## src/rtl/i2s_tx_if.sv

```systemverilog
// rtl/i2s_tx_if.sv - I2S transmitter bus: parallel stereo sample in, I2S pins and frame strobe out
// Optional mute input is present only when I2S_TX_MUTE_EN is defined.
interface i2s_tx_if #(
  parameter int DATA_W = 16
);
  logic [1:0][DATA_W-1:0] audio_in;
  logic                   sample_en;
  logic                   i2s_bclk;
  logic                   i2s_lrclk;
  logic                   i2s_sdata;
`ifdef I2S_TX_MUTE_EN
  logic                   mute;
`endif

`ifdef I2S_TX_MUTE_EN
  modport master (
    input  audio_in, mute,
    output sample_en, i2s_bclk, i2s_lrclk, i2s_sdata
  );

  modport slave (
    output audio_in, mute,
    input  sample_en, i2s_bclk, i2s_lrclk, i2s_sdata
  );
`else
  modport master (
    input  audio_in,
    output sample_en, i2s_bclk, i2s_lrclk, i2s_sdata
  );

  modport slave (
    output audio_in,
    input  sample_en, i2s_bclk, i2s_lrclk, i2s_sdata
  );
`endif
endinterface

```

## src/rtl/i2s_tx.sv

```systemverilog
// rtl/i2s_tx.sv - stereo I2S master transmitter and FX-chain frame strobe (optional macro I2S_TX_MUTE_EN)
module i2s_tx #(
  parameter int DATA_W   = 16,
  parameter int BCLK_DIV = 4
) (
  input  logic     clk,
  input  logic     reset,
  i2s_tx_if.master bus
);

  localparam int SLOTS  = 2 * DATA_W;
  localparam int DIV_W  = (BCLK_DIV > 2) ? $clog2(BCLK_DIV) : 1;
  localparam int SLOT_W = $clog2(SLOTS);

  localparam logic [DIV_W-1:0]  DIV_LAST   = DIV_W'(BCLK_DIV - 1);
  localparam logic [DIV_W-1:0]  DIV_HALF   = DIV_W'(BCLK_DIV / 2);
  localparam logic [SLOT_W-1:0] SLOT_LAST  = SLOT_W'(SLOTS - 1);
  localparam logic [SLOT_W-1:0] SLOT_RIGHT = SLOT_W'(DATA_W);

  // An odd or too-small divider cannot give a symmetric bit clock.
  generate
    if ((BCLK_DIV < 2) || ((BCLK_DIV % 2) != 0)) begin : g_bad_div
      $error("i2s_tx: BCLK_DIV must be even and >= 2");
    end
  endgenerate

  logic [DIV_W-1:0]  div_cnt;
  logic [SLOT_W-1:0] slot;
  logic [DIV_W-1:0]  div_nxt;
  logic [SLOT_W-1:0] slot_nxt;
  logic              div_wrap;
  logic              latch;
  logic [SLOTS-1:0]  shreg;
  logic [SLOTS-1:0]  load_word;
  logic              sample_en_q;
  logic              bclk_q;
  logic              lrclk_q;
  logic              sdata_q;

  // Next-state counters; the frame latch is the edge entering (div 0, slot 0).
  always_comb begin
    div_wrap = (div_cnt == DIV_LAST);
    div_nxt  = div_wrap ? '0 : div_cnt + 1'b1;
    slot_nxt = slot;
    if (div_wrap) begin
      slot_nxt = (slot == SLOT_LAST) ? '0 : slot + 1'b1;
    end
    latch = div_wrap && (slot == SLOT_LAST);
  end

  // Left occupies the upper half so it leaves first, MSB-first.
`ifdef I2S_TX_MUTE_EN
  assign load_word = bus.mute ? '0 : {bus.audio_in[0], bus.audio_in[1]};
`else
  assign load_word = {bus.audio_in[0], bus.audio_in[1]};
`endif

  // Counters, shifter and registered outputs. On each bclk fall the data flop
  // takes the shifter MSB; on the latch edge that MSB is still the previous
  // frame's right LSB, which yields the one-bit I2S delay for free.
  always_ff @(posedge clk) begin
    if (reset) begin
      div_cnt     <= DIV_LAST;
      slot        <= SLOT_LAST;
      shreg       <= '0;
      sample_en_q <= 1'b0;
      bclk_q      <= 1'b0;
      lrclk_q     <= 1'b0;
      sdata_q     <= 1'b0;
    end else begin
      div_cnt     <= div_nxt;
      slot        <= slot_nxt;
      sample_en_q <= latch;
      bclk_q      <= (div_nxt >= DIV_HALF);
      lrclk_q     <= (slot_nxt >= SLOT_RIGHT);
      if (div_wrap) begin
        sdata_q <= shreg[SLOTS-1];
        if (latch) begin
          shreg <= load_word;
        end else begin
          shreg <= {shreg[SLOTS-2:0], 1'b0};
        end
      end
    end
  end

  assign bus.sample_en = sample_en_q;
  assign bus.i2s_bclk  = bclk_q;
  assign bus.i2s_lrclk = lrclk_q;
  assign bus.i2s_sdata = sdata_q;

endmodule
```

## src/flat_wrapper.sv

```systemverilog
// flat-port wrapper written by rule: the top's interface ports become plain ports
module i2s_tx_flat 
#(
  parameter int DATA_W   = 16,
  parameter int BCLK_DIV = 4
)
  (clk, reset, bus_audio_in, bus_sample_en, bus_i2s_bclk, bus_i2s_lrclk, bus_i2s_sdata);
  i2s_tx_if #(.DATA_W(DATA_W)) bus_i ();
  input  logic clk;
  input  logic reset;
  input wire logic [$bits(bus_i.audio_in)-1:0] bus_audio_in;
  output wire logic [$bits(bus_i.sample_en)-1:0] bus_sample_en;
  output wire logic [$bits(bus_i.i2s_bclk)-1:0] bus_i2s_bclk;
  output wire logic [$bits(bus_i.i2s_lrclk)-1:0] bus_i2s_lrclk;
  output wire logic [$bits(bus_i.i2s_sdata)-1:0] bus_i2s_sdata;
  assign bus_i.audio_in = bus_audio_in;
  assign bus_sample_en = bus_i.sample_en;
  assign bus_i2s_bclk = bus_i.i2s_bclk;
  assign bus_i2s_lrclk = bus_i.i2s_lrclk;
  assign bus_i2s_sdata = bus_i.i2s_sdata;
  i2s_tx #(.DATA_W(DATA_W), .BCLK_DIV(BCLK_DIV)) u_core (.clk(clk), .reset(reset), .bus(bus_i));
endmodule
```

## config.mk

```make
export PLATFORM = sky130hd
export DESIGN_NAME = i2s_tx_flat
export DESIGN_NICKNAME = d
export VERILOG_FILES = /design/src/rtl/i2s_tx_if.sv /design/src/rtl/i2s_tx.sv /design/src/flat_wrapper.sv
export SDC_FILE = /design/constraint.sdc
export NUM_CORES = 1
export LEC_CHECK = 0
export CORE_ASPECT_RATIO = 0.6
export CORE_MARGIN = 5
export CORE_UTILIZATION = 50
export DETAILED_ROUTE_END_ITERATION = 16
export GPL_TIMING_DRIVEN = 0
export HOLD_SLACK_MARGIN = 0.02
export PLACE_DENSITY = 0.78
export SLEW_MARGIN = 15
export SYNTH_ARGS = -nofsm -noshare
export SYNTH_HDL_FRONTEND = slang
export SYNTH_SLANG_ARGS = --single-unit
```

## constraint.sdc

```tcl
create_clock -name clk -period 2.1 [get_ports clk]
set_clock_uncertainty 0.05 [all_clocks]
set_input_delay 0.21 -clock clk [delete_from_list [all_inputs] [get_ports clk]]
set_output_delay 0.21 -clock clk [all_outputs]
set_load 0.02 [all_outputs]
```

=== After elaboration in Yosys (flattened, before gate mapping) ===
Cells that the tools add are included.

* Add/sub/neg operators: 2
* Magnitude comparators: 2
* Equal/unequal tests: 2
* Multiplexer cells: 4
* Reduce and logical (&&, ||, !) cells: 1

{| class="wikitable"
|+ Operator list
! kind !! count
|-
| $mux W32 || 1
|-
| $mux W5 || 2
|-
| $add A5 B1 Y5 const B || 1
|-
| $eq A5 B5 Y1 const B || 1
|-
| $ge A5 B5 Y1 const B || 1
|-
| $add A2 B1 Y2 const B || 1
|-
| $eq A2 B2 Y1 const B || 1
|-
| $ge A2 B2 Y1 const B || 1
|-
| $mux W2 || 1
|-
| $logic_and A1 B1 Y1 || 1
|}

* Bits in registers: 43
* Bits of input ports: 34
* Logic and storage cells: 18

=== Depth between registers and ports, before layout ===
* Depth in word-level cells: 4
* Depth in mapped cells: 7
* Mapped depth without buffers: 5

=== Worst setup path after synthesis ===
No wires, ideal clock.

* Path kind: reg2reg
* From: reg with a tool-made name
* To: reg u_core.shreg[18]
* Setup time: 0.086 ns
* Arrival time: 1.469 ns
* Data required time: 1.964 ns
* Slack: 0.495 ns
* Stages on the path, launching flop included: 8
* Buffers on the path: 2
* Path through: dfxtp_1 ha_1 and3_1 ha_1 buf_6 buf_12 mux2i_1 a211oi_1

{| class="wikitable"
|+ RTL lines
! what !! line !! RTL
|-
| to (signal assigned) || i2s_tx.sv:79 || <nowiki>shreg <= load_word;</nowiki>
|-
| to (signal assigned) || i2s_tx.sv:81 || <nowiki>shreg <= {shreg[SLOTS-2:0], 1'b0};</nowiki>
|-
| to (decl) || i2s_tx.sv:33 || <nowiki>logic [SLOTS-1:0] shreg;</nowiki>
|}

==> parameters.txt <==
Parameter                              Value

STA
  Worst slew pin tran ... 0.487 ns
  Final critical path time including I/O delays and setup ... 1.81 ns
  Worst max-slew margin expressed relative to the limit ... 67.5%
  RSZ-0062 raised after global routing ... false
  Final setup violating endpoints ... 0
  Fin crit share ... 86.1%
  Final hold violations ... 0
  Fin. max-slew vios ... 0
  Setup_tns ... 0 ns
  Achievable clock frequency ... 553 MHz

Worst setup path
  Reg-to-Reg End ... u_core.shreg[26]$_SDFFE_PP0P_
  Crit path max-delay cell type ... sky130_fd_sc_hd__dfxtp_1
  CP Cell Sequence ... ha_1 > and3_1 > ha_1 > buf_6 > buf_12 > mux2i_1 > a211oi_1
  Maximum fanout along the worst path ... 10
  Worst EP arrival ... 1.97 ns
  Setup crit end kind ... flip-flop
  Required @ worst endpoint ... 2.26 ns
  Minimum setup slack among reg-to-reg paths ... 0.29 ns
  Startpoint class of the critical path ... flip-flop
  Largest incremental delay on the critical path ... 0.34 ns
  Critical path's most frequent cell ... sky130_fd_sc_hd__ha_1
  Worst r2r path cells ... 7
  Type of the worst setup path ... flip-flop to flip-flop

Clock network
  Post-CTS sizing ... 0
  Post-CTS Repair Setup Buffers ... 0
  Clock sink count ... 43
  Max Buffers Root-to-Sink ... 2
  Clock tree from TritonCTS ... done
  Cts hold-fix bufs ... 0
  Insertion delay of the later-clocked pin in the worst-skew pair ... 0.30 ns
  CTS clock-pin slew for the worst setup and hold paths ... 0.08 ns
  Cell at the root of the clock tree ... sky130_fd_sc_hd__clkbuf_8
  Number of H-tree levels ... 2
  Number of buffers created by CTS ... 5

Drt
  Number of DRC violations after detailed-routing iteration 0 ... 100
  Overall routed net length ... 3.96 mm
  DRC viols ... 0
  Routed len/inst ... 14.5 µm
  Via density per instance ... 5.24
  Count of nets left with antenna violations after detail routing ... 0
  Detailed-routing iteration count for the pre-antenna-repair pass ... 4
  Via count ... 1431

Power and ir drop
  Net switching power of the design ... 0.766 mW
  Worst IR drop on VDD ... 0.522 mV
  Post-layout total power ... 2.46 mW
  Part of the power in combinational logic ... 34.7%
  Internal power ... 1.70 mW
  Power share of the clock group ... 23.4%
  Switch share ... 31.1%
  Static Leakage ... 0.897 nW
  Proportion of power drawn by flip-flops and latches ... 42.0%
  Power per Cell Area ... 1050 nW/µm²

Logic synthesis
  Net count after synthesis ... 219
  Mean instance size in the synthesized netlist ... 10.1 µm²
  Number of warnings issued by yosys ... 0
  Yosys top cell area share ... 46.9%
  Netlist area before placement ... 1840 µm²
  Top area cells in the synthesized netlist ... sky130_fd_sc_hd__dfxtp_1 (47%), sky130_fd_sc_hd__mux2i_1 (18%), sky130_fd_sc_hd__a211oi_1 (13%)
  Flops & latches, synth ... 43
  Synth cell types ... 26
  Post-Synthesis Cells ... 182
  Cell type contributing the most total cell area after synthesis ... sky130_fd_sc_hd__dfxtp_1
  Seq/Total Area, Yosys ... 46.9%

Floorplan
  Initial core utilization ... 51.1%
  Count of standard-cell rows ... 17
  I/O pin cnt ... 38
  Die outline height ... 56.9 µm
  Horiz. Die Dim ... 88.2 µm
  Area of the die ... 5020 µm²
  Core box area ... 3590 µm²

Global routing
  Initial antenna violation count ... 0
  Maximum number of pins on one net before global-route repair ... 13
  GRT Overall Usage ... 17.0%
  GRT Residual Overflow ... 0
  Wire length of the first global-routing pass ... 6.62 mm
  Vias in the first global route ... 1434

Hold path
  Worst hold path type ... input pin to flip-flop
  Worst Hold Launch ... reset
  Hold path endpoint ... u_core.bus.i2s_bclk$_SDFF_PP0_
  Min-Delay Path Depth ... 2

Placement
  Post-place instance area ... 2250 µm²
  Half-perimeter wire length of the detailed placement result ... 2.88 mm
  Placer Congestion ... 0.769
  # port buffers ... 36

Outcome
  Outcome ... finished clean

Layout
  Fin nets ... 262
  Final standard cell area without fillers ... 2350 µm²
  Utilization after layout ... 65.5%
  Area growth, synth to finish ... 28.3%
  Ant diodes ... 0
  Proportion of layout cells with a drive suffix above 1 ... 8.41%

Run
  Number of maximum-capacitance violations ... 0
[cells in the mapped netlist (all sizes together)]
library cell	number
inv	1
mux2i	33
buf	12
or2	1
nor4b	1
a21oi	2
clkbuf	5
o21ai	2
nor2b	2
a211o	2
nand3	1
nand2	2
a211oi	31
and3	2
o31ai	1
ha	3
o21bai	1
nor2	34
nand2b	1
a221o	1
nor3	1
dfxtp	43
[power groups by stage]
stage / clock [mW] / combinational (mW) / sequential (mW)
finish: 0.576 / 0.854 / 1.03
global route: 0.629 / 0.933 / 1.05
floorplan: 0 / 0.642 / 1.05
global placement: 0 / 0.819 / 1.04
CTS: 0.588 / 0.860 / 1.03
detailed placement: 0 / 0.853 / 1.05
[cell type report]
| cell class | count | area (µm²) |
|---|---|---|
| buffer | 17 | 116 |
| clock buffer | 8 | 100 |
| sequential | 43 | 861 |
| multi-input combinational | 121 | 855 |
| fill | 273 | 1240 |
| tap | 47 | 58.8 |
| timing repair buffer | 36 | 360 |
| inverter | 1 | 3.75 |
[worst max-delay path by stage]
stage / from / end / slack, ns / cells after the start
4_1_cts: flip-flop / u_core.shreg[26]$_SDFFE_PP0P_ / 0.28 / 7
3_3_place_gp: flip-flop / u_core.shreg[26]$_SDFFE_PP0P_ / 0.39 / 7
3_5_place_dp: flip-flop / u_core.shreg[22]$_SDFFE_PP0P_ / 0.30 / 7
6_report: flip-flop / u_core.shreg[26]$_SDFFE_PP0P_ / 0.29 / 7
2_1_floorplan: flip-flop / u_core.shreg[18]$_SDFFE_PP0P_ / 0.50 / 7
5_1_grt: flip-flop / u_core.shreg[18]$_SDFFE_PP0P_ / 0.18 / 7
[per-layer routing]
layer  GRT usage (%)  up-vias  wire length [µm]
li1                -      733                 -
met1            22.2      662              1890
met2            25.8       26              1800
met3            5.34       10               189
met4            7.76        0                83
met5               0        -                 0
[critical path, delay by kind of cell, from the launching register on]
family,cells,cell delay [ns]
muxes,1,0.13
and+or+nand+nor,1,0.19
DFF,1,0.34
buffers and inverters,2,0.31
adders and majority gates,2,0.44
AOI/OAI and AO/OA,1,0.25
[placed cells by master, fill, tap and decap left out, types with 3 or more instances in the layout]
master and count:
sky130_fd_sc_hd__nor2_1 34, sky130_fd_sc_hd__clkbuf_8 7, sky130_fd_sc_hd__clkbuf_1 6, sky130_fd_sc_hd__buf_2 7, sky130_fd_sc_hd__ha_1 3, sky130_fd_sc_hd__dfxtp_1 43
sky130_fd_sc_hd__clkdlybuf4s50_1 36, sky130_fd_sc_hd__a211oi_1 31, sky130_fd_sc_hd__mux2i_1 33
[stage by stage]
step / setup slack, ns / instances / hold WS (ns)
after floorplan: 0.495 / 182 / 0.325
after global placement: 0.392 / 265 / 0.372
after detailed placement: 0.297 / 265 / 0.403
after CTS: 0.277 / 273 / 0.174
after global routing: 0.177 / 273 / 0.200
final: 0.293 / 273 / 0.188
[sequential cells by signal, indices dropped and copies added (netlist names), named ones only]
| name | cells |
|---|---|
| u_core.bus.i2s_bclk | 1 |
| u_core.slot | 1 |
| u_core.shreg | 32 |
| u_core.bus.i2s_sdata | 1 |
| u_core.bus.sample_en | 1 |
| u_core.div_cnt | 2 |
| u_core.bus.i2s_lrclk | 1 |
[logic make-up (layout without fill, tap and decap cells)]
kind of cell / after synthesis / count (layout) / share of synthesized area, %
flops: 43 / 43 / 46.9
compound gates: 40 / 40 / 16.1
buf+inv: 18 / 62 / 6.54
simple gates: 45 / 45 / 10.4
fa+ha+maj: 3 / 3 / 2.05
mux: 33 / 33 / 18.0
Power figures use the tool's default switching activity.
